### src/rtl/div_unit_if.sv
//------------------------------------------------------------------------------
// div_unit_if
//   Handshake and data bundle between the EX stage and the divider.
//   master: EX-stage side, issues requests and consumes results.
//   slave : divider side.
//   Signals:
//     start, signed_div, annul       request / control from EX
//     opdata1, opdata2 [WIDTH]       dividend (rs), divisor (rt)
//     result_hi, result_lo [WIDTH]   remainder, quotient
//     ready                          one-cycle HI/LO write enable
//     busy                           pipeline stall request
// Revision: 1.0 - initial release
//------------------------------------------------------------------------------
`default_nettype none

interface div_unit_if #(
  parameter int WIDTH = 32
);
  logic             start;
  logic             signed_div;
  logic             annul;
  logic [WIDTH-1:0] opdata1;
  logic [WIDTH-1:0] opdata2;
  logic [WIDTH-1:0] result_hi;
  logic [WIDTH-1:0] result_lo;
  logic             ready;
  logic             busy;

  modport master (
    output start, signed_div, annul, opdata1, opdata2,
    input  result_hi, result_lo, ready, busy
  );

  modport slave (
    input  start, signed_div, annul, opdata1, opdata2,
    output result_hi, result_lo, ready, busy
  );
endinterface

`default_nettype wire

### src/rtl/div_unit.sv
//------------------------------------------------------------------------------
// div_unit
//   Multi-cycle radix-2 restoring divider for MIPS DIV/DIVU. One quotient bit
//   is produced per cycle on unsigned magnitudes; the sign fix-up is applied
//   when the result is committed to result_hi (remainder) / result_lo
//   (quotient) together with a one-cycle ready pulse.
//   Ports:
//     clk  in  clock, posedge
//     rst  in  asynchronous active-high reset
//     bus  div_unit_if.slave (start, signed_div, annul, opdata1, opdata2 in;
//          result_hi, result_lo, ready, busy out)
// Revision: 1.0 - initial release
//------------------------------------------------------------------------------
`default_nettype none

module div_unit #(
  parameter int WIDTH = 32
) (
  input  wire logic  clk,
  input  wire logic  rst,
  div_unit_if.slave  bus
);

  localparam int CNT_W = $clog2(WIDTH);
  localparam logic [CNT_W-1:0] LAST_ITER = CNT_W'(WIDTH - 1);

  typedef enum logic [1:0] {
    IDLE = 2'd0,
    BUSY = 2'd1,
    DONE = 2'd2
  } state_t;

  state_t state, next_state;

  logic [WIDTH-1:0] rem;        // partial remainder
  logic [WIDTH-1:0] quo;        // dividend shifting out / quotient shifting in
  logic [WIDTH-1:0] divisor;    // divisor magnitude
  logic [CNT_W-1:0] count;
  logic             neg_quo;
  logic             neg_rem;
  logic             div_zero;

  logic             load;
  logic             step;
  logic             commit;

  // Operand magnitudes. The most negative value wraps onto itself and is
  // then read as an unsigned magnitude, which is exactly 2^(WIDTH-1).
  logic [WIDTH-1:0] abs_a, abs_b;
  always_comb begin
    abs_a = bus.opdata1;
    abs_b = bus.opdata2;
    if (bus.signed_div && bus.opdata1[WIDTH-1]) abs_a = -bus.opdata1;
    if (bus.signed_div && bus.opdata2[WIDTH-1]) abs_b = -bus.opdata2;
  end

  // One restoring step. The shifted remainder is WIDTH+1 bits wide; when it
  // is >= divisor the difference is < divisor, so WIDTH bits hold it.
  logic [WIDTH:0]   shifted;
  logic             ge;
  logic [WIDTH-1:0] sub;
  always_comb begin
    shifted = {rem, quo[WIDTH-1]};
    ge      = (shifted >= {1'b0, divisor});
    sub     = shifted[WIDTH-1:0] - divisor;
  end

  // State register
  always_ff @(posedge clk or posedge rst) begin
    if (rst) state <= IDLE;
    else     state <= next_state;
  end

  // Next-state and control strobes
  always_comb begin
    next_state = state;
    load       = 1'b0;
    step       = 1'b0;
    commit     = 1'b0;
    case (state)
      IDLE: begin
        if (bus.start && !bus.annul) begin
          load       = 1'b1;
          next_state = (bus.opdata2 == '0) ? DONE : BUSY;
        end
      end
      BUSY: begin
        if (bus.annul) begin
          next_state = IDLE;
        end else begin
          step = 1'b1;
          if (count == LAST_ITER) next_state = DONE;
        end
      end
      DONE: begin
        // Annul is deliberately ignored here: the result is committed.
        commit     = 1'b1;
        next_state = IDLE;
      end
      default: next_state = IDLE;
    endcase
  end

  // Datapath and result registers
  always_ff @(posedge clk or posedge rst) begin
    if (rst) begin
      rem           <= '0;
      quo           <= '0;
      divisor       <= '0;
      count         <= '0;
      neg_quo       <= 1'b0;
      neg_rem       <= 1'b0;
      div_zero      <= 1'b0;
      bus.result_hi <= '0;
      bus.result_lo <= '0;
      bus.ready     <= 1'b0;
    end else begin
      bus.ready <= commit;
      if (load) begin
        rem      <= '0;
        divisor  <= abs_b;
        count    <= '0;
        div_zero <= (bus.opdata2 == '0);
        // Divide-by-zero reports the raw dividend, so keep it unmodified.
        quo      <= (bus.opdata2 == '0) ? bus.opdata1 : abs_a;
        neg_quo  <= bus.signed_div & (bus.opdata1[WIDTH-1] ^ bus.opdata2[WIDTH-1]);
        neg_rem  <= bus.signed_div & bus.opdata1[WIDTH-1];
      end
      if (step) begin
        rem   <= ge ? sub : shifted[WIDTH-1:0];
        quo   <= {quo[WIDTH-2:0], ge};
        count <= count + 1'b1;
      end
      if (commit) begin
        if (div_zero) begin
          bus.result_hi <= quo;
          bus.result_lo <= '1;
        end else begin
          bus.result_hi <= neg_rem ? -rem : rem;
          bus.result_lo <= neg_quo ? -quo : quo;
        end
      end
    end
  end

  assign bus.busy = (state != IDLE);

endmodule

`default_nettype wire

### src/flat_wrapper.sv
// flat-port wrapper written by rule: the top's interface ports become plain ports
module div_unit_flat 
#(
  parameter int WIDTH = 32
)
  (clk, rst, bus_start, bus_signed_div, bus_annul, bus_opdata1, bus_opdata2, bus_result_hi, bus_result_lo, bus_ready, bus_busy);
  div_unit_if #(.WIDTH(WIDTH)) bus_i ();
  input  wire logic clk;
  input  wire logic rst;
  input wire logic [$bits(bus_i.start)-1:0] bus_start;
  input wire logic [$bits(bus_i.signed_div)-1:0] bus_signed_div;
  input wire logic [$bits(bus_i.annul)-1:0] bus_annul;
  input wire logic [$bits(bus_i.opdata1)-1:0] bus_opdata1;
  input wire logic [$bits(bus_i.opdata2)-1:0] bus_opdata2;
  output wire logic [$bits(bus_i.result_hi)-1:0] bus_result_hi;
  output wire logic [$bits(bus_i.result_lo)-1:0] bus_result_lo;
  output wire logic [$bits(bus_i.ready)-1:0] bus_ready;
  output wire logic [$bits(bus_i.busy)-1:0] bus_busy;
  assign bus_i.start = bus_start;
  assign bus_i.signed_div = bus_signed_div;
  assign bus_i.annul = bus_annul;
  assign bus_i.opdata1 = bus_opdata1;
  assign bus_i.opdata2 = bus_opdata2;
  assign bus_result_hi = bus_i.result_hi;
  assign bus_result_lo = bus_i.result_lo;
  assign bus_ready = bus_i.ready;
  assign bus_busy = bus_i.busy;
  div_unit #(.WIDTH(WIDTH)) u_core (.clk(clk), .rst(rst), .bus(bus_i));
endmodule
### config.mk
export PLATFORM = sky130hd
export DESIGN_NAME = div_unit_flat
export DESIGN_NICKNAME = d
export VERILOG_FILES = /design/src/rtl/div_unit_if.sv /design/src/rtl/div_unit.sv /design/src/flat_wrapper.sv
export SDC_FILE = /design/constraint.sdc
export NUM_CORES = 1
export LEC_CHECK = 0
export ABC_AREA = 1
export ABC_CLOCK_PERIOD_IN_PS = 7100
export BUFFER_PORTS_ARGS = -buffer_cell sky130_fd_sc_hd__buf_2
export CAP_MARGIN = 20
export CELL_PAD_IN_SITES_DETAIL_PLACEMENT = 1
export CELL_PAD_IN_SITES_GLOBAL_PLACEMENT = 2
export CORE_UTILIZATION = 33
export CTS_CLUSTER_SIZE = 8
export DETAILED_ROUTE_END_ITERATION = 7
export PLACE_DENSITY_LB_ADDON = 0.2
export SETUP_SLACK_MARGIN = 0.4
export SLEW_MARGIN = 20
export SYNTH_ARGS = -nofsm -noshare
export SYNTH_HDL_FRONTEND = slang
export SYNTH_SLANG_ARGS = --single-unit
export TNS_END_PERCENT = 30
### constraint.sdc
create_clock -name clk -period 7.1 [get_ports clk]
set_input_delay 1.42 -clock clk [delete_from_list [all_inputs] [get_ports clk]]
set_output_delay 1.42 -clock clk [all_outputs]
set_load 0.01 [all_outputs]
== After elaboration in Yosys (flattened, before gate mapping) ==
Cells that the tools add are included.
Cells by class
  add/sub/neg operators: 6
  multiply operators: 0
  div/mod/pow operators: 0
  magnitude comparators: 1
  eq/ne operators: 5
  shifts and indexed selects: 0
  muxes and demuxes: 24
  bitwise gates (word level): 3
  reduce and logical (&&, ||, !) cells: 9
Operator list (number)
  $mux 32: 12
  $neg 32->32: 4
  $ge 33x32->1: 1
  $logic_not 32->1: 1
  $sub 32x32->32: 1
  $mux 5: 2
  $mux 2: 4
  $add 5x1->5 const B: 1
  $eq 5x5->1 const B: 1
  $mux 1: 5
  $pmux 2 s2: 1
  $reduce_bool 2->1: 2
  $logic_and 1x1->1: 3
  $ne 3x2->1 const B: 1
  $and 1x1->1: 2
  $eq 2x1->1 const B: 1
  $eq 2x2->1 const B: 1
  $logic_not 2->1: 1
  $ne 2x1->1 const B: 1
  $reduce_and 2->1: 1
  $logic_not 1->1: 1
  $xor 1x1->1: 1
Word-level totals
  register bits after elaboration: 171
  bits in latches: 0
  memory bits (writable): 0
  memory bits (read-only): 0
  input port bits: 69
  output and inout port bits: 66
  word-level logic and storage cells: 59
  memories kept: 0

== Logic depth before layout (Yosys ltp) ==
  depth after elaboration: 6
  mapped depth: 16
  gate-level depth less buffers: 16

== Least setup slack after synthesis ==
Ideal clock, no wire load.
  path type: input port to flip-flop
  from: in bus_opdata1[0]
  to: reg u_core.quo[28]
  setup time: 0.118 ns
  arrival time: 2.739 ns
  required time: 6.982 ns
  setup slack: 4.243 ns
  stages on the path: 13
  cell sequence: inv_1 > ha_1 > nand3_1 > nor2_2 > nand2_1 > nor2_1 > nand2_1 > nor2_1 > nand2_1 > nand3_1 > nand2_1 > nand3_1 > nand2_1
On the way
  word-level cells in the longest chain between the ends: 5
RTL lines
  from (decl): RTL line flat_wrapper.sv:13  | input wire logic [$bits(bus_i.opdata1)-1:0] bus_opdata1;
  $neg 32->32: RTL line div_unit.sv:53  | if (bus.signed_div && bus.opdata1[WIDTH-1]) abs_a = -bus.opdata1;
  $mux 32: RTL line div_unit.sv:53
  $mux 32: RTL line div_unit.sv:125  | quo <= (bus.opdata2 == '0) ? bus.opdata1 : abs_a;
  $mux 32: RTL line div_unit.sv:119  | if (load) begin
  $mux 32: RTL line div_unit.sv:129  | if (step) begin
  to (signal assigned): RTL line div_unit.sv:125
  to (signal assigned): RTL line div_unit.sv:131  | quo <= {quo[WIDTH-2:0], ge};
  to (decl): RTL line div_unit.sv:36  | logic [WIDTH-1:0] quo;
No other way between the ends. The select of a mux whose other input is x is not followed.
A chain may end at the register's enable or synchronous reset.

== Final worst setup path ==
  from: in bus_start
  to: reg u_core.quo[13]
On the way
  word-level cells in the longest chain between the ends: 4
RTL lines
  from (decl): RTL line flat_wrapper.sv:10  | input wire logic [$bits(bus_i.start)-1:0] bus_start;
  $logic_and 1x1->1: RTL line div_unit.sv:82  | if (bus.start && !bus.annul) begin
  $mux 1: RTL line div_unit.sv:82
  $mux 1: RTL line div_unit.sv:80  | case (state)
  $reduce_bool 2->1 (no source line)
No other way between the ends.

==> flow_summary_export.csv <==
group,metric,value,unit
synthesis,synth_cells,2206,
finish,syn_to_final_growth,12.6,%
synthesis,yosys.area_share.simple,39.2,%
cts,cts_sinks,171,
sta,finalSetupViolations,0,
finish,postLayoutCoreUtil,37.8,%
sta,slew_headroom,35.0,%
status,status,"completed",
synthesis,synthTopCellsByArea,"dfrtp_1 (31%), nand2_1 (20%), inv_1 (9.2%)",
cts,clock-root-buffer,"clkbuf_16",
routing,drcViolationCount,0,
cts,clock_latency,460,ps
setup_path,critPathBufInv,7,
synthesis,syn_nets,2314,
cts,clockBufferDepth,2,
setup_path,crit_arrival,4460,ps
grt,grtUsageTotal,25.9,%
synthesis,ys_ff_latch,171,
cts,cts_resized,0,
grt,top_usage_layer,"met2",
pwr,irDropWorstVdd,0.159,mV
routing,drtIter0Drc,870,
synthesis,yosys_warnings,0,
worst_hold_path,min_path_type,"flop to flop",
synthesis,synth_edf_count,0,
placement,io_buffers,134,
cts,htreeDepth,4,
floorplanning,fp.coreArea,0.0409,mm2
synthesis,synth_top_family_by_area,"simple AND/OR/NAND/NOR gates",
floorplanning,die_x,206,um
setup_path,worst_setup_path_end_kind,"flop",
cts,numCtsBuffers,17,
grt,grt_pass1_wl,83900,um
sta,skew,16.1,ps
grt,met3_usage,3.26,%
floorplanning,dieArea,0.0424,mm2
setup_path,slowest_delay,670,ps
sta,finalCritPeriodShare,57.2,%
finish,drive_above_1_share,9.71,%
grt,grt_max_degree,123,
floorplanning,num_rows,74,
sta,setup_tns,0,ps
sta,fmax,246,MHz
synthesis,yosys.area.top_type,"dfrtp_1",
sta,drv_slew,0,
pwr,power.leakage,8.34,nW
setup_path,slowest_stage,"clkinv_1",
floorplanning,fp.dieH,206,um
cts,post-cts-setup-buffers,0,
synthesis,yosysUniqueCellTypes,45,
setup_path,required,7500,ps
cts,tritoncts,"yes",
setup_path,crit_type,"input pin to flop",
grt,use_met1,37.9,%
routing,drt_wl_total,53200,um
cts,clk_pin_slew,70,ps
sta,rsz0062_at_grt,"no",
setup_path,crit_chain,"buf_2 -> inv_1 -> nor2_1 -> nand2_1 -> buf_4 -> inv_2 -> nor2_4 -> buf_4 -> clkinv_1 -> o22ai_1 -> inv_1 -> nand2_1",
synthesis,synthArstFlopShare,100,%
synthesis,synthMuxAreaShare,0,%
synthesis,synth.most_common_cell,"nand2_1",
synthesis,seq_area_frac_synth,31.2,%
sta,finalHoldViolCount,0,
sta,min_period,4060,ps
setup_path,crit_family,"buffers and inverters",
setup_path,start_kind,"input pin",
synthesis,synth_area,0.0137,mm2
grt,grt_antenna_before_repair,0,
sta,tightest_slew,969,ps
synthesis,synth_xor_area_share,3.83,%
finish,num_antenna_cells,0,
grt,overflow,0,
floorplanning,pin_count,135,
synthesis,synth-main-ff-cell,"dfrtp_1",
synthesis,ys_top_cells_by_count,"nand2_1 (713), inv_1 (335), nand3_1 (248)",
job,drv_cap,0,
placement,place_congestion,0.904,
grt,grt_pass1_vias,14600,
routing,vias,14500,
routing,vias_per_cell,5.11,
pwr,powerDensity,374,mW/mm2
finish,layout.nets,2402,
routing,final_antenna_net_count,0,
floorplanning,start_util,33.5,%
setup_path,path_max_fanout,56,
grt,grtUsageMet2,40.7,%
synthesis,syn_area_per_cell,6.22,um2
routing,wl_per_cell,18.8,um
routing,dr.pass1.iters,7,
synthesis,synth-adder-area-share,3.61,%
placement,hpwl,42200,um
synthesis,synth_compound_area_share,10.4,%
synthesis,synth_top_area_share,31.2,%
cts,hold_buffers,0,
[area by class of cell]
| type | count | area (um2) |
|---|---|---|
| clock buffer | 17 | 425 |
| timing repair buffer | 145 | 766 |
| fill | 5517 | 25500 |
| clock inverter | 15 | 191 |
| sequential | 171 | 4280 |
| tap | 532 | 666 |
| multi-input combinational | 1618 | 7840 |
| inverter | 341 | 1280 |
[sequential cells by signal (all words and copies together) (netlist names)]
signal                cells
u_core.bus.ready          1
u_core.bus.result_hi     32
u_core.bus.result_lo     32
u_core.count              5
u_core.div_zero           1
u_core.divisor           32
u_core.neg_quo            1
u_core.neg_rem            1
u_core.quo               32
u_core.rem               32
u_core.state              2
[worst reg2reg max path: cells and delay by family, from the launching register on]
| family | cells | cell delay, ps |
|---|---|---|
| flops | 1 | 400 |
| compound gates | 1 | 350 |
| simple gates | 4 | 420 |
| buf+inv | 5 | 2190 |
[per-layer routing]
layer | vias to the layer above | wire length [um]
met2 | 266 | 23900
met1 | 7034 | 26800
met3 | 31 | 1970
li1 | 7175 | -
met4 | 0 | 494
met5 | - | 0
[cell usage in the layout, fill, tap and decap left out, types with 3 or more instances in the layout]
cell       count
ha_1          38
clkinv_4       3
o22ai_1       23
buf_4         10
o21ai_0      104
nor4_1         6
nor3_1        18
nor2_2        16
o221ai_1       3
clkinv_1       3
a21oi_1       78
or2_2          5
nand4_1       34
clkinv_2       3
nand3b_1      10
bufinv_16      3
clkbuf_16     17
a31oi_1       14
xor2_1        43
nand3_2        4
o211ai_1      11
nand2_2        4
nand2_1      712
nand3_1      248
inv_1        333
nor2_4         4
a22o_1         3
o21ai_1        5
xnor2_1       17
a21o_1         4
dfrtp_1      171
inv_6          3
inv_2          4
nor2_1       188
and2_1         5
nor3_2         4
buf_2        134
o21bai_1       4
[cells by family (layout without fill, tap and decap cells)]
| kind of cell | after synthesis | in the layout |
|---|---|---|
| adder cells (fa/ha/maj) | 39 | 39 |
| buffers and inverters | 417 | 518 |
| AO/OA/AOI/OAI | 256 | 256 |
| AND/OR/NAND/NOR | 1263 | 1263 |
| XOR/XNOR | 60 | 60 |
| flip-flops | 171 | 171 |
[path summary, 6_finish.rpt]
kind                                              from                              endpoint  slack (ps)  depth (start not counted)
max                                          bus_start            u_core.quo[13]$_DFFE_PP0P_        3040                         12
min                        u_core.count[3]$_DFFE_PP0P_           u_core.count[3]$_DFFE_PP0P_         470                          1
max reg2reg                u_core.state[1]$_DFFE_PP0P_            u_core.quo[13]$_DFFE_PP0P_        3680                         10
min reg2reg                u_core.count[3]$_DFFE_PP0P_           u_core.count[3]$_DFFE_PP0P_         470                          1
max in group asynchronous                          rst        u_core.divisor[18]$_DFFE_PP0P_        5040                          3
min in group asynchronous                          rst  u_core.bus.result_lo[25]$_DFFE_PP0P_        1000                          2
[per-stage QoR]
| step | cell area [um2] | hold WS, ps | total power [mW] | std cells | setup slack [ps] |
|---|---|---|---|---|---|
| floorplan | 13700 | 440 | 3.67 | 2206 | 1050 |
| global placement | 14800 | 456 | 4.71 | 2807 | 2690 |
| detailed placement | 14800 | 460 | 4.78 | 2807 | 2570 |
| CTS | 15400 | 469 | 5.81 | 2839 | 3020 |
| global route | 15400 | 495 | 6.29 | 2839 | 2750 |
| finish | 15400 | 468 | 5.78 | 2839 | 3040 |
[where the power goes]
group          switching, mW  total (mW)  internal (mW)
registers              0.337        1.64           1.30
clock network          0.447        1.01          0.560
logic                   2.12        3.14           1.02
(Power assumes the default switching activity.)
